--- src/rtl/time_pkg.sv ---
// Shared types, digit limits and helpers for the BCD timekeeper.
// Imported by the counter datapath and by the time-setting front end.
// Contents: bcd_t, digit limits, num_dig(), bcd_valid().
package time_pkg;

  // One BCD digit.
  typedef logic [3:0] bcd_t;

  // Highest legal value of a units digit, and of a tens digit in a
  // sexagesimal field (seconds / minutes).
  localparam bcd_t DIG_MAX_LO = 4'd9;
  localparam bcd_t DIG_MAX_HI = 4'd5;

  // Modulus of the seconds and minutes fields.
  localparam int SEXA_MOD = 60;

  // Number of displayed digits: MM:SS or HH:MM:SS.
  function automatic int num_dig(input int hours_en);
    return (hours_en != 0) ? 6 : 4;
  endfunction

  // A two-digit BCD field is valid when both digits are decimal and the
  // field value is below its modulus. For mod-60 fields this enforces the
  // tens digit limit DIG_MAX_HI; for hours it enforces HH < HOUR_MAX.
  function automatic logic bcd_valid(input bcd_t tens, input bcd_t ones,
                                     input int modulus);
    return (ones <= DIG_MAX_LO) && (tens <= DIG_MAX_LO) &&
           ((int'(tens) * 10 + int'(ones)) < modulus);
  endfunction

endpackage

--- src/rtl/bcd_mod_counter.sv ---
// Two-digit BCD modulo-MODULUS up/down counter, one per time field.
// Latency: value updates one cycle after en_i/load_i; co_o is combinational.
// Backpressure: none; load_i has priority over en_i.
// Ports: clk_i, rst_ni (async low), en_i step, dir_i (0 up / 1 down),
//        load_i + load_val_i {tens,ones}, val_o {tens,ones},
//        co_o carry (up at max) / borrow (down at zero), is_zero_o.
module bcd_mod_counter
  import time_pkg::*;
#(
  parameter int MODULUS = 60
) (
  input  logic       clk_i,
  input  logic       rst_ni,
  input  logic       en_i,
  input  logic       dir_i,
  input  logic       load_i,
  input  logic [7:0] load_val_i,
  output logic [7:0] val_o,
  output logic       co_o,
  output logic       is_zero_o
);

  localparam bcd_t MAX_TENS = bcd_t'((MODULUS - 1) / 10);
  localparam bcd_t MAX_ONES = bcd_t'((MODULUS - 1) % 10);

  bcd_t tens_q, tens_d;
  bcd_t ones_q, ones_d;
  logic at_max;

  assign at_max    = (tens_q == MAX_TENS) && (ones_q == MAX_ONES);
  assign is_zero_o = (tens_q == '0) && (ones_q == '0);
  assign val_o     = {tens_q, ones_q};

  // Ripple into the next field in the same cycle as this field wraps.
  assign co_o = en_i && !load_i && (dir_i ? is_zero_o : at_max);

  always_comb begin
    tens_d = tens_q;
    ones_d = ones_q;
    if (load_i) begin
      tens_d = load_val_i[7:4];
      ones_d = load_val_i[3:0];
    end else if (en_i) begin
      if (!dir_i) begin
        if (at_max) begin
          tens_d = '0;
          ones_d = '0;
        end else if (ones_q == DIG_MAX_LO) begin
          ones_d = '0;
          tens_d = tens_q + 4'd1;
        end else begin
          ones_d = ones_q + 4'd1;
        end
      end else begin
        if (is_zero_o) begin
          tens_d = MAX_TENS;
          ones_d = MAX_ONES;
        end else if (ones_q == '0) begin
          ones_d = DIG_MAX_LO;
          tens_d = tens_q - 4'd1;
        end else begin
          ones_d = ones_q - 4'd1;
        end
      end
    end
  end

  always_ff @(posedge clk_i or negedge rst_ni) begin
    if (!rst_ni) begin
      tens_q <= '0;
      ones_q <= '0;
    end else begin
      tens_q <= tens_d;
      ones_q <= ones_d;
    end
  end

endmodule

--- src/rtl/time_counter.sv ---
// BCD MM:SS / HH:MM:SS clock-or-timer advanced by an internal 1 s tick enable.
// Latency: time_bcd and all pulses are registered, one cycle after tick/load.
// Backpressure: none; load pre-empts a coincident tick, run=0 holds.
// Ports: clk, reset_n (async low), run, dir (0 up / 1 down), load + load_bcd;
//        time_bcd, sec_tick, wrap, zero_hit, load_err (one-cycle pulses).
module time_counter
  import time_pkg::*;
#(
  parameter int  CLK_HZ   = 100_000_000,
  parameter int  TICK_DIV = CLK_HZ,
  parameter int  HOURS_EN = 0,
  parameter int  HOUR_MAX = 24,
  localparam int NUM_DIG  = num_dig(HOURS_EN),
  localparam int TW       = 4 * NUM_DIG
) (
  input  logic          clk,
  input  logic          reset_n,
  input  logic          run,
  input  logic          dir,
  input  logic          load,
  input  logic [TW-1:0] load_bcd,
  output logic [TW-1:0] time_bcd,
  output logic          sec_tick,
  output logic          wrap,
  output logic          zero_hit,
  output logic          load_err
);

  localparam int PW = (TICK_DIV > 1) ? $clog2(TICK_DIV) : 1;

  logic [PW-1:0] presc_q, presc_d;
  logic          tick, step_en, load_ok, ms_ok, all_zero, top_co;
  logic [7:0]    sec_val, min_val;
  logic          sec_co, min_co, sec_zero, min_zero;
  logic          sec_tick_q, sec_tick_d;
  logic          wrap_q, wrap_d;
  logic          zero_hit_q, zero_hit_d;
  logic          load_err_q, load_err_d;

  // ---------------- prescaler ----------------
  assign tick = run && (presc_q == PW'(TICK_DIV - 1));

  // Any load (good or bad) or a pause restarts the second from zero.
  always_comb begin
    presc_d = '0;
    if (run && !load && !tick) begin
      presc_d = presc_q + PW'(1);
    end
  end

  // A down tick at all-zero is swallowed entirely: no step, no pulses.
  assign step_en = tick && !load && !(dir && all_zero);

  // ---------------- field counters ----------------
  assign ms_ok = bcd_valid(load_bcd[15:12], load_bcd[11:8], SEXA_MOD) &&
                 bcd_valid(load_bcd[7:4],   load_bcd[3:0],  SEXA_MOD);

  bcd_mod_counter #(.MODULUS(SEXA_MOD)) u_sec (
    .clk_i      (clk),
    .rst_ni     (reset_n),
    .en_i       (step_en),
    .dir_i      (dir),
    .load_i     (load_ok),
    .load_val_i (load_bcd[7:0]),
    .val_o      (sec_val),
    .co_o       (sec_co),
    .is_zero_o  (sec_zero)
  );

  bcd_mod_counter #(.MODULUS(SEXA_MOD)) u_min (
    .clk_i      (clk),
    .rst_ni     (reset_n),
    .en_i       (sec_co),
    .dir_i      (dir),
    .load_i     (load_ok),
    .load_val_i (load_bcd[15:8]),
    .val_o      (min_val),
    .co_o       (min_co),
    .is_zero_o  (min_zero)
  );

  if (HOURS_EN != 0) begin : g_hours
    logic [7:0] hr_val;
    logic       hr_co, hr_zero;

    bcd_mod_counter #(.MODULUS(HOUR_MAX)) u_hr (
      .clk_i      (clk),
      .rst_ni     (reset_n),
      .en_i       (min_co),
      .dir_i      (dir),
      .load_i     (load_ok),
      .load_val_i (load_bcd[23:16]),
      .val_o      (hr_val),
      .co_o       (hr_co),
      .is_zero_o  (hr_zero)
    );

    assign time_bcd = {hr_val, min_val, sec_val};
    assign top_co   = hr_co;
    assign all_zero = hr_zero && min_zero && sec_zero;
    assign load_ok  = load && ms_ok &&
                      bcd_valid(load_bcd[23:20], load_bcd[19:16], HOUR_MAX);
  end else begin : g_no_hours
    assign time_bcd = {min_val, sec_val};
    assign top_co   = min_co;
    assign all_zero = min_zero && sec_zero;
    assign load_ok  = load && ms_ok;
  end

  // ---------------- event pulses ----------------
  always_comb begin
    sec_tick_d = step_en;
    wrap_d     = step_en && !dir && top_co;
    // Only a value of exactly one second can count down onto zero.
    zero_hit_d = step_en && dir && (time_bcd == TW'(1));
    load_err_d = load && !load_ok;
  end

  always_ff @(posedge clk or negedge reset_n) begin
    if (!reset_n) begin
      presc_q    <= '0;
      sec_tick_q <= 1'b0;
      wrap_q     <= 1'b0;
      zero_hit_q <= 1'b0;
      load_err_q <= 1'b0;
    end else begin
      presc_q    <= presc_d;
      sec_tick_q <= sec_tick_d;
      wrap_q     <= wrap_d;
      zero_hit_q <= zero_hit_d;
      load_err_q <= load_err_d;
    end
  end

  assign sec_tick = sec_tick_q;
  assign wrap     = wrap_q;
  assign zero_hit = zero_hit_q;
  assign load_err = load_err_q;

endmodule

--- config.mk ---
export PLATFORM = sky130hd
export DESIGN_NAME = time_counter
export DESIGN_NICKNAME = d
export VERILOG_FILES = /design/src/rtl/time_pkg.sv /design/src/rtl/bcd_mod_counter.sv /design/src/rtl/time_counter.sv
export SDC_FILE = /design/constraint.sdc
export NUM_CORES = 1
export LEC_CHECK = 0
export BUFFER_PORTS_ARGS = -buffer_cell sky130_fd_sc_hd__buf_4
export CAP_MARGIN = 20
export CORE_MARGIN = 1.5
export CORE_UTILIZATION = 35
export CTS_CLUSTER_DIAMETER = 100
export CTS_CLUSTER_SIZE = 16
export DETAILED_ROUTE_END_ITERATION = 8
export PLACE_DENSITY_LB_ADDON = 0.1
export SLEW_MARGIN = 0
export SYNTH_ARGS = -nofsm -noshare
export SYNTH_HDL_FRONTEND = slang
export SYNTH_SLANG_ARGS = --single-unit
--- constraint.sdc ---
create_clock -name clk -period 3.08 [get_ports clk]
set_clock_uncertainty 0.1 [all_clocks]
set_input_delay 0.154 -clock clk [delete_from_list [all_inputs] [get_ports clk]]
set_output_delay 0.154 -clock clk [all_outputs]
set_load 0.005 [all_outputs]
Word level (Yosys, flattened, before mapping):

Index checks and enable logic that the tools add are counted.

* multiply operators: 2
* reduce and logical (&&, ||, !) cells: 41
* $add $sub $neg: 11
* equal/unequal tests: 8
* order comparisons: 6
* muxes and demuxes: 31

Operators with widths (number)
* 2-to-1 mux 4 bit: 28
* adder 27 x 1 -> 27 bit, second input constant: 1
* equality test 27 bit, second input constant: 1
* 2-to-1 mux 27 bit: 1
* logical AND 1 bit: 26
* adder 8 x 4 -> 9 bit: 2
* < comparator 9 x 6 -> 1 bit, second input constant: 2
* adder 4 x 1 -> 4 bit, second input constant: 4
* equality test 16 x 1 -> 1 bit, second input constant: 1
* <= comparator 4 bit, second input constant: 4
* logical NOT 4 bit: 4
* subtractor 4 x 1 -> 4 bit, second input constant: 4
* multiplier 4 x 3 -> 7 bit, second input constant: 2
* equality test 4 x 3 -> 1 bit, second input constant: 2
* equality test 4 bit, second input constant: 2
* inequality test 4 x 1 -> 1 bit, second input constant: 2
* nonzero test 4 bit: 2
* AND reduction 3 bit: 2
* logical NOT 1 bit: 5
* nonzero test 2 bit: 2
* 2-to-1 mux 1 bit: 2

* input bits: 21
* flip-flop bits (word level): 47

Longest topological paths before layout:

Gate-level depths: netlist of the first run.

* word-level depth: 12
* gate-level depth with buffers: 10
* depth with buffers taken out: 9

Cells and area by module:

Synthesis of the first run repeated with hierarchy kept, for this count alone.

* cells, all modules: 413
* area, all modules: 3763.6 sq um

Modules (own cells, without submodules)
* time_counter: area each 2087.0 sq um, cells each 211, times used 1
* bcd_mod_counter: area each 838.3 sq um, cells each 101, times used 2

Worst setup path before layout of the first run:

Ideal clock, no wire load.

* path kind: input port to flip-flop
* from: input port load_bcd[13]
* to: register u_min.ones_q[0]
* path slack: 195 ps
* cell stages on the path: 10
* data arrival time: 2660 ps
* required time: 2855 ps
* path buffers: 1
* cell sequence: ha_1 > ha_1 > fa_1 > inv_1 > a2111o_1 > a311oi_1 > nor2_1 > nand4_1 > buf_2 > mux2_2

* longest elaborated chain between the ends: 10

Ends and longest elaborated chain
* start, declared: line time_counter.sv:21 `input logic [TW-1:0] load_bcd,`
* multiplier 4 x 3 -> 7 bit: line time_pkg.sv:28 `((int'(tens) * 10 + int'(ones)) < modulus);`
* adder 8 x 4 -> 9 bit: line time_pkg.sv:28
* < comparator 9 x 6 -> 1 bit: line time_pkg.sv:28
* logical AND 1 bit *: line time_pkg.sv:27 `return (ones <= DIG_MAX_LO) && (tens <= DIG_MAX_LO) &&`
* logical AND 1 bit *: line time_counter.sv:55 `assign ms_ok = bcd_valid(load_bcd[15:12], load_bcd[11:8], SEXA_MOD) &&`
* logical AND 1 bit *: line time_counter.sv:107 `assign load_ok = load && ms_ok;`
* logical NOT 1 bit: line bcd_mod_counter.sv:35 `assign co_o = en_i && !load_i && (dir_i ? is_zero_o : at_max);`
* logical AND 1 bit (2 in series): line bcd_mod_counter.sv:35
* nonzero test 2 bit (no line)
* end signal, assigned: line bcd_mod_counter.sv:74 `ones_q <= ones_d;`
* end, declared: line bcd_mod_counter.sv:27 `bcd_t ones_q, ones_d;`

Mark *: on every way between the ends. The rest lies on a longest branch, timed or not.
A chain may end at the register's enable or synchronous reset.

Final worst setup path of the first run:

* from: register u_sec.tens_q[1]
* to: register u_sec.tens_q[1]

* longest elaborated chain between the ends: 8

Ends and longest elaborated chain
* start, declared: line bcd_mod_counter.sv:26 `bcd_t tens_q, tens_d;`
* start signal, assigned: line bcd_mod_counter.sv:73 `tens_q <= tens_d;`
* parallel branches: the longest is 8 deep, another holds adder 4 x 1 -> 4 bit

Parallel ways; which one is timed is not known. The select of a mux whose other input is x is not followed.

==> results summary, run 1 <==
After synthesis, the netlist uses 62 different library cells. The hold-fix buffer count after cts came out at 2. The time the final worst path needs with I/O delays and setup came out at between 2 and 3 ns. The number of enable flip-flop cells after synthesis is 0. The average cell area after synthesis came out at 9.10 µm².

For this run the aggregate overflow at the end of global routing stands at 0. The number of gates resized after CTS was 0. The area growth from synthesis to layout is 17.4%. The post-detailed-route via-to-cell ratio came out at ~5.2. The post-synthesis xor/xnor area fraction is 7.57%. The final sum of negative setup slack came out at 0 ns. The kind of end point of the critical path is a flop. The fraction of the mapped netlist area in simple logic gates came out at 24.0%. The global placer's final weighted congestion came out at 0.831. Summed over its instances, the top area cell type makes up 32.8% of the synthesized netlist area. The net total in the final layout is 490. The multi-input logic area came out at 2280 µm². The leakage component of the power is 1.92 nW.

The number of nets in the synthesized netlist is 444. With fillers left out, the area of the finished cells amounts to 4210 µm². In the layout the commonest cells are 49 x sky130_fd_sc_hd__buf_4, 47 x sky130_fd_sc_hd__dfrtp_1, 39 x sky130_fd_sc_hd__nor2_1. The number of placement rows came out at 36. The detailed router placed 2,979 vias in this run. TritonCTS built the clock tree. In this run the power density over the cells is 556 nW/µm². The instance count after placement with tap cells included came out at 564.

The detailed router's first-iteration violation count came out at just under 80. The instance count of the mapped netlist is a little under 400. The via count of the first global-routing pass came out at about 2,900.

The reg-to-reg critical path endpoint is u_sec.tens_q[1]$_DFFE_PN0P_. After floorplanning, the core was sized to cover 9860 µm². The predominant post-synthesis flop cell is sky130_fd_sc_hd__dfrtp_1. The number of antenna diodes came out at 0.

The root buffer cell is sky130_fd_sc_hd__clkbuf_8. By startpoint and endpoint, the worst setup path is classified as flop to flop. Of the cells placed in the final design, the portion with a size suffix greater than 1 is 19.0%. The clock-pin slew of the registers on the worst-case setup and hold paths is 0.08 ns. Of all cell types, the one taking the most synthesized area is sky130_fd_sc_hd__dfrtp_1.

Counting the fill cells in the layout gives 977. The final hold violation count came out at 0. The sink count of the clock tree is 47. The post-placement setup slack is 0.140 ns. The DRC violation count after routing came out at 0.

The die footprint is between 10,000 and 15,000 µm². The path with the worst hold slack has its endpoint at u_min.ones_q[0]$_DFFE_PN0P_. The wire length of the first global-routing pass is 14.1 mm.

Yosys attributes the largest share of cell area to sky130_fd_sc_hd__dfrtp_1 33%, sky130_fd_sc_hd__ha_1 8.7%, sky130_fd_sc_hd__xor2_1 5.6%, sky130_fd_sc_hd__mux2_2 5.3%, sky130_fd_sc_hd__nor2_1 4.1%. The tightest hold margin came out at 0.00815 ns. Counting flops with an async set or reset pin after synthesis yields a share of 100%. At the worst endpoint, the arrival time is between 2 and 3 ns. The adder-cell area share of the yosys netlist is around 11%. The flow ran to the end, and the final reports show no timing, DRC or antenna violations. The clock reaches the later pin of the worst-skew pair after 0.29 ns.

The register area share after synthesis came out at 32.8%. The detailed-router iteration count before antenna repair is 4. The library cell used most frequently in the layout, excluding fill and tap cells, is sky130_fd_sc_hd__buf_4. The required time of the critical path is 3.16 ns. Global routing used 15.7% of the available tracks across all layers. The initial antenna violation count is 0. The clock tree synthesis step divided the H-tree into 2 levels.

After synthesis the netlist holds a flip-flop and latch count of 47. The number of setup buffers added after CTS is 0. The slowest stage of the critical path belongs to the cell sky130_fd_sc_hd__dfrtp_1. Setup repair after global routing left no endpoint under its margin.

The maximum operating frequency is 0.375 GHz. Setup slack on the critical path of the routed design comes to 0.417 ns. Summing the areas of all compound-gate instances in the mapped netlist gives 12.8% of the synthesized area. The reg2reg setup slack is 0.42 ns.

Once layout is complete, the cells apart from fillers number 574. Of all nets on the critical path, the largest fanout is 16. The startpoint of the most critical register-to-register path is u_sec.tens_q[1]$_DFFE_PN0P_. The largest net degree at the start of global routing is 48.

The synthesis warning total came out at 0. The initial utilization of the core area, before any placement, comes to 36.3%. The die extent in y came out at 104 µm. The instance area after placement is 4110 µm². The maximum buffer depth of the clock tree is 2. In this run the remaining antenna-violating nets after routing total 0.

The routed design has between 8 and 9 mm of wire. The detailed placer's ending HPWL is 6.15 mm. The combined flip-flop and latch cell area is 1180 µm². The mapped netlist covers 3580 µm². The final cycle utilization of the critical path is slightly below 90%. The per-cell routed wire length came out at 14.1 µm. For the worst flop-to-flop path, the logic depth is 9. The min-delay analysis places its worst path in the category primary input to flop. The chip width came out at 104 µm. The highest ir drop seen on vdd is 173 µV. The relative max-transition margin came out at 55.7%. Setup violations remaining at the end of the flow were counted as 0. The number of max-capacitance violations reported is 0. The total count of max-transition violations in the final report is 0. In this design, the stage delay of the slowest critical-path cell is ~0.43 ns.

Port buffering added 40 buffers. After synthesis, the share of cell area in mux cells is 7.92%. Along the worst hold path, the cell count comes to 2. The worst setup path is launched from a flop. The clock buffer count from CTS is 5. Walking the worst path, the cells encountered are inv_1 > ha_1 > and4bb_1 > a41o_1 > nor4_4 > buf_12 > and2_1 > mux2_1 > mux2_2.

For the pin with the worst max-slew slack, the measured transition is 0.659 ns. Pin placement for this block handled 41 I/O pins. By area, the combinational part of the netlist is dominated by simple AND/OR/NAND/NOR gates. In this run the most critical hold path is launched from load_bcd[8].
-- through the flow --
step	utilization, %	total power, mW
floorplan	-	1.59
global placement	41.6	1.98
detailed placement	41.6	1.99
CTS	42.7	2.36
global route	42.7	2.55
finish	42.7	2.34
-- routing by layer --
| metal | share of wire (%) | track usage, % | routed length, µm |
|---|---|---|---|
| met2 | 49 | 26.0 | 3950 |
| met3 | 2.3 | 2.26 | 183 |
| met1 | 48 | 21.8 | 3900 |
| met4 | 0.59 | 2.98 | 48 |
| met5 | 0 | 0 | 0 |
-- synthesized netlist by cell type, drive strengths merged, types with 4 or more instances --
| library cell | count |
|---|---|
| nand4 | 11 |
| nand3 | 17 |
| nand3b | 4 |
| xnor2 | 8 |
| dfrtp | 47 |
| fa | 4 |
| clkbuf | 11 |
| a31oi | 5 |
| o22ai | 4 |
| mux2i | 7 |
| and3 | 9 |
| ha | 25 |
| nand2 | 39 |
| nor3b | 6 |
| nor3 | 5 |
| nor2 | 39 |
| nor4 | 5 |
| o21ai | 14 |
| inv | 21 |
| xor2 | 23 |
| a21oi | 16 |
| mux2 | 19 |
-- sequential cells by signal (all words and copies together), names as in the netlist --
| register | cells |
|---|---|
| load_err | 1 |
| u_sec.tens_q | 4 |
| zero_hit | 1 |
| sec_tick | 1 |
| wrap | 1 |
| u_min.ones_q | 4 |
| presc_q | 27 |
| u_min.tens_q | 4 |
| u_sec.ones_q | 4 |
-- worst max-delay path, delay by kind of cell, from the launching register on --
kind	cells	cell delay [ns]
fa+ha+maj	1	0.22
mux	2	0.60
buf+inv	2	0.29
flops	1	0.43
simple gates	3	0.63
compound gates	1	0.28
-- cell families (layout without fill, tap and decap cells) --
kind of cell,after synthesis,after routing
compound gates,69,69
xor+xnor,31,31
fa+ha+maj,29,29
buf+inv,35,82
flops,47,47
mux,26,26
simple gates,157,157
-- worst max-delay path by stage --
stage,from,endpoint,slack [ns],cells after the start
floorplan,load_bcd[13],u_min.ones_q[0]$_DFFE_PN0P_,0.20,10
global placement,load_bcd[13],u_min.tens_q[3]$_DFFE_PN0P_,0.17,11
detailed placement,load_bcd[13],u_min.tens_q[3]$_DFFE_PN0P_,0.14,11
CTS,u_sec.tens_q[1]$_DFFE_PN0P_,u_sec.tens_q[1]$_DFFE_PN0P_,0.38,9
global route,u_sec.tens_q[1]$_DFFE_PN0P_,u_sec.tens_q[1]$_DFFE_PN0P_,0.28,9
finish,u_sec.tens_q[1]$_DFFE_PN0P_,u_sec.tens_q[1]$_DFFE_PN0P_,0.42,9
-- power by group --
group          total [mW]  switching (mW)  internal [mW]
Clock               0.358           0.198          0.160
Combinational        1.11           0.534          0.578
Sequential          0.870           0.164          0.705
Total                2.34           0.897           1.44
-- cell type report --
cell class                 count  area share, %
multi-input combinational    312           54.1
tap                          133           3.95
timing repair buffer          53           10.2
inverter                      21           1.87
sequential                    47           27.9
clock inverter                 1          0.119
clock buffer                   7           1.81
(Power assumes the default switching activity.)
==> run 2, diff against run 1 <==
clock period = 2.5 ns   (was 3.08 ns; I/O delays follow)
==> run 2 against run 1 <==
The run now ends with negative setup slack left; setup slack worse by 0.45 ns; design area rose by 16%; clock power increased by 27%; die area stayed put; sequential share of layout area fell by 3.9 points; combinational power is 67% higher; critical path depth shrank 2; largest cell class unchanged; fmax increased by 5.2%; clock-buffer cell count down 2; via count up 8.2%; critical path type unchanged.
==> results summary, run 2 (synthesis gave the netlist of run 1 again) <==
The largest net degree at the start of global routing is 48 (unchanged). The nature of the critical path startpoint is a flop. The starting density of the core is 36.3% (unchanged).

The worst setup path is captured at a flop. The CTS tree is yes. The worst endpoint data arrival time is 2.62 ns (-0.13 ns).

Leaving out fill and tap cells, the most frequent cell in the layout is sky130_fd_sc_hd__buf_4. The time the final worst path needs with I/O delays and setup is 2.53 ns (-0.131 ns). The least setup slack across all paths after layout came out at -0.0327 ns (-0.449 ns). The layout overhead on the synthesized area came out at 36.6%. The chip width came out at 104 µm (unchanged). The flip-flop count of the largest register, all copies and words added came out at 27 (unchanged). The remaining antenna violation count after routing is 0 (unchanged).

The leakage component of the power came out at 2.31 nW (+20%). The source-to-sink clock delay at the later pin of the worst-skew pair was 0.31 ns (+0.02 ns). presc_q holds more flip-flops than any other register.

The total vias in the final route came out at 3,223 (+8.2%). The post-detailed-route via-to-cell ratio was 5.08 (-2.2%). The buffering stage count on the worst path with inverters included came out at 1 (-1). The slowest library cell on the worst path is sky130_fd_sc_hd__nor4_4. The maximum buffer depth of the clock tree is 2 (unchanged). The wire length of the first global-routing pass is 15.1 mm (+6.9%). The share of post-route cells with drive strength above 1 came to 31.9% (+13 points). The cell count along the critical path was 7 (-2). The final reports fail on negative setup slack.

The detailed-router iteration count before antenna repair came to 4 (unchanged). The die footprint was 10,900 µm² (unchanged). The total count of max-transition violations in the final report came out at 0 (unchanged). The DRC violation count after routing is 0 (unchanged). The net total in the final layout came out at 552 (+13%). Among cell families on the critical path, the largest total delay comes from simple AND/OR/NAND/NOR gates. The library cells used most frequently in the layout, excluding fill and tap cells, are 100 x sky130_fd_sc_hd__buf_4, 47 x sky130_fd_sc_hd__dfrtp_1, 39 x sky130_fd_sc_hd__nor2_1. The final instance count without filler cells is 635 (+11%). The final cycle utilization of the critical path is 101% (+15 points). The die extent in y came out at 104 µm (unchanged). The initial antenna violation count came out at 0 (unchanged). The via count of the first global-routing pass is 3,083 (+5.9%). The highest fanout seen on the critical path is 3 (-13). The number of top-level pins came out at 41 (unchanged).

The final number of setup-violating endpoints is 3 (+3). The largest stage delay on the critical path came out at 0.43 ns (about the same). The core outline area came to 9860 µm² (unchanged). The sum of overflow across all layers after global routing came out at 0 (unchanged). The per-cell routed wire length came out at 14.7 µm (+4.1%).

The maximum operating frequency came out at 0.395 GHz (+5.2%). Setup repair after global routing could not meet its margin everywhere. The sink count of the clock tree is 47 (unchanged). The root buffer cell is sky130_fd_sc_hd__clkbuf_8. The number of max-capacitance violations reported came out at 0 (unchanged). The transition time of the tightest slew-check pin came out at 0.633 ns (-0.0267 ns). The flow ran to the end, but the final reports show violations. The post-placement setup slack came to -0.247 ns (-0.387 ns). The category of the critical setup timing path is flop to flop.

The wire length reported by the detailed router is 9.31 mm (+15%). The number of cell instances on the worst register-to-register path is 7 (-2). The final hold violation count is 0 (unchanged).

The number of cells on the worst hold path is 3 (+1). The total power density per cell area is 662 nW/µm² (+19%). The global placer's final weighted congestion is 0.834 (+0.47%). The relative max-transition margin is 57.8% (+2.1 points).

The class of the tightest hold or removal check is primary input to flop. The detailed placer's ending HPWL is 6.78 mm (+10%). The aggregate global-route resource usage is 17.1% (+1.4 points). The clock buffer count from CTS is 5 (unchanged). The detailed router's first-iteration violation count came out at 106 (+36%). The clock-pin slew of the registers on the worst-case setup and hold paths came out at 0.09 ns (about the same). The deepest level of the CTS H-tree is 2 (unchanged).

The instance count after placement with tap cells included came to 607 (+7.6%). The required time of the critical path is 2.59 ns (-0.57 ns). The highest ir drop seen on vdd was 276 µV (+60%).

The count of input and output buffers came out at 40 (unchanged). Walking the worst path, the cells encountered are nor4bb_2 > nand4b_1 > nor4_4 > buf_4 > nand4_4 > mux2_4 > mux2_2. The number of antenna diodes came out at 0 (unchanged).

The number of placement rows came out at 36 (unchanged).
## run 2: where the power goes
part	internal, mW	switching [mW]
Clock	0.192	0.265
Combinational	0.967	0.879
Sequential	0.870	0.0711
## run 2: worst reg2reg max path, delay by kind of cell, from the launching register on
kind,cells,cell delay (ns)
buffers and inverters,1,0.20
DFF,1,0.41
muxes,2,0.59
and+or+nand+nor,4,1.12
## run 2: cell type report
| type | count | area (µm²) |
|---|---|---|
| multi-input combinational | 312 | 2450 |
| sequential | 47 | 1180 |
| clock buffer | 5 | 68.8 |
| inverter | 21 | 78.8 |
| tap | 133 | 166 |
| fill | 939 | 4970 |
| timing repair buffer | 115 | 943 |
| clock inverter | 2 | 13.8 |
## run 2: worst paths after layout
check | start | slack, ns | to
worst max register to register | presc_q[8]$_DFF_PN0_ | -0.03 | u_min.tens_q[2]$_DFFE_PN0P_
worst min-delay path | load_bcd[2] | 0.04 | u_sec.ones_q[2]$_DFFE_PN0P_
max in group asynchronous | reset_n | 1.59 | u_min.tens_q[0]$_DFFE_PN0P_
min in group asynchronous | reset_n | 0.27 | presc_q[1]$_DFF_PN0_
worst min register to register | presc_q[23]$_DFF_PN0_ | 0.44 | presc_q[23]$_DFF_PN0_
worst max-delay path | presc_q[8]$_DFF_PN0_ | -0.03 | u_min.tens_q[2]$_DFFE_PN0P_
## run 2: what timing repair did
| item | in CTS | in global routing |
|---|---|---|
| pin swaps | 3 | 5 |
| resized for setup | 7 | 32 |
| hold buffers | 8 | 0 |
| setup buffers | 3 | 10 |
| setup endpoints to repair | 3 | 16 |
| hold endpoints to repair | 54 | 0 |
## run 2: per-layer routing
layer  track usage (%)  wire (µm)  vias to the layer above
met3              2.57        222                        9
met1              23.0       4370                     1552
met5                 0          0                        -
li1                  -          -                     1622
met2              28.1       4570                       40
met4              5.56        152                        0
## run 2: through the flow
stage / utilization (%) / power (mW) / TNS, ns / hold slack (ns) / cell area [µm²]
detailed placement: 45.1 / 2.66 / -3.24 / 0.0879 / 4450
CTS: 47.2 / 3.16 / 0 / 0.0400 / 4660
global placement: 45.1 / 2.64 / -3.18 / 0.0935 / 4450
floorplan: - / 1.96 / -1.13 / -0.271 / 3620
finish: 49.7 / 3.24 / -0.0387 / 0.0419 / 4900
global route: 49.7 / 3.52 / -0.999 / 0.0680 / 4900
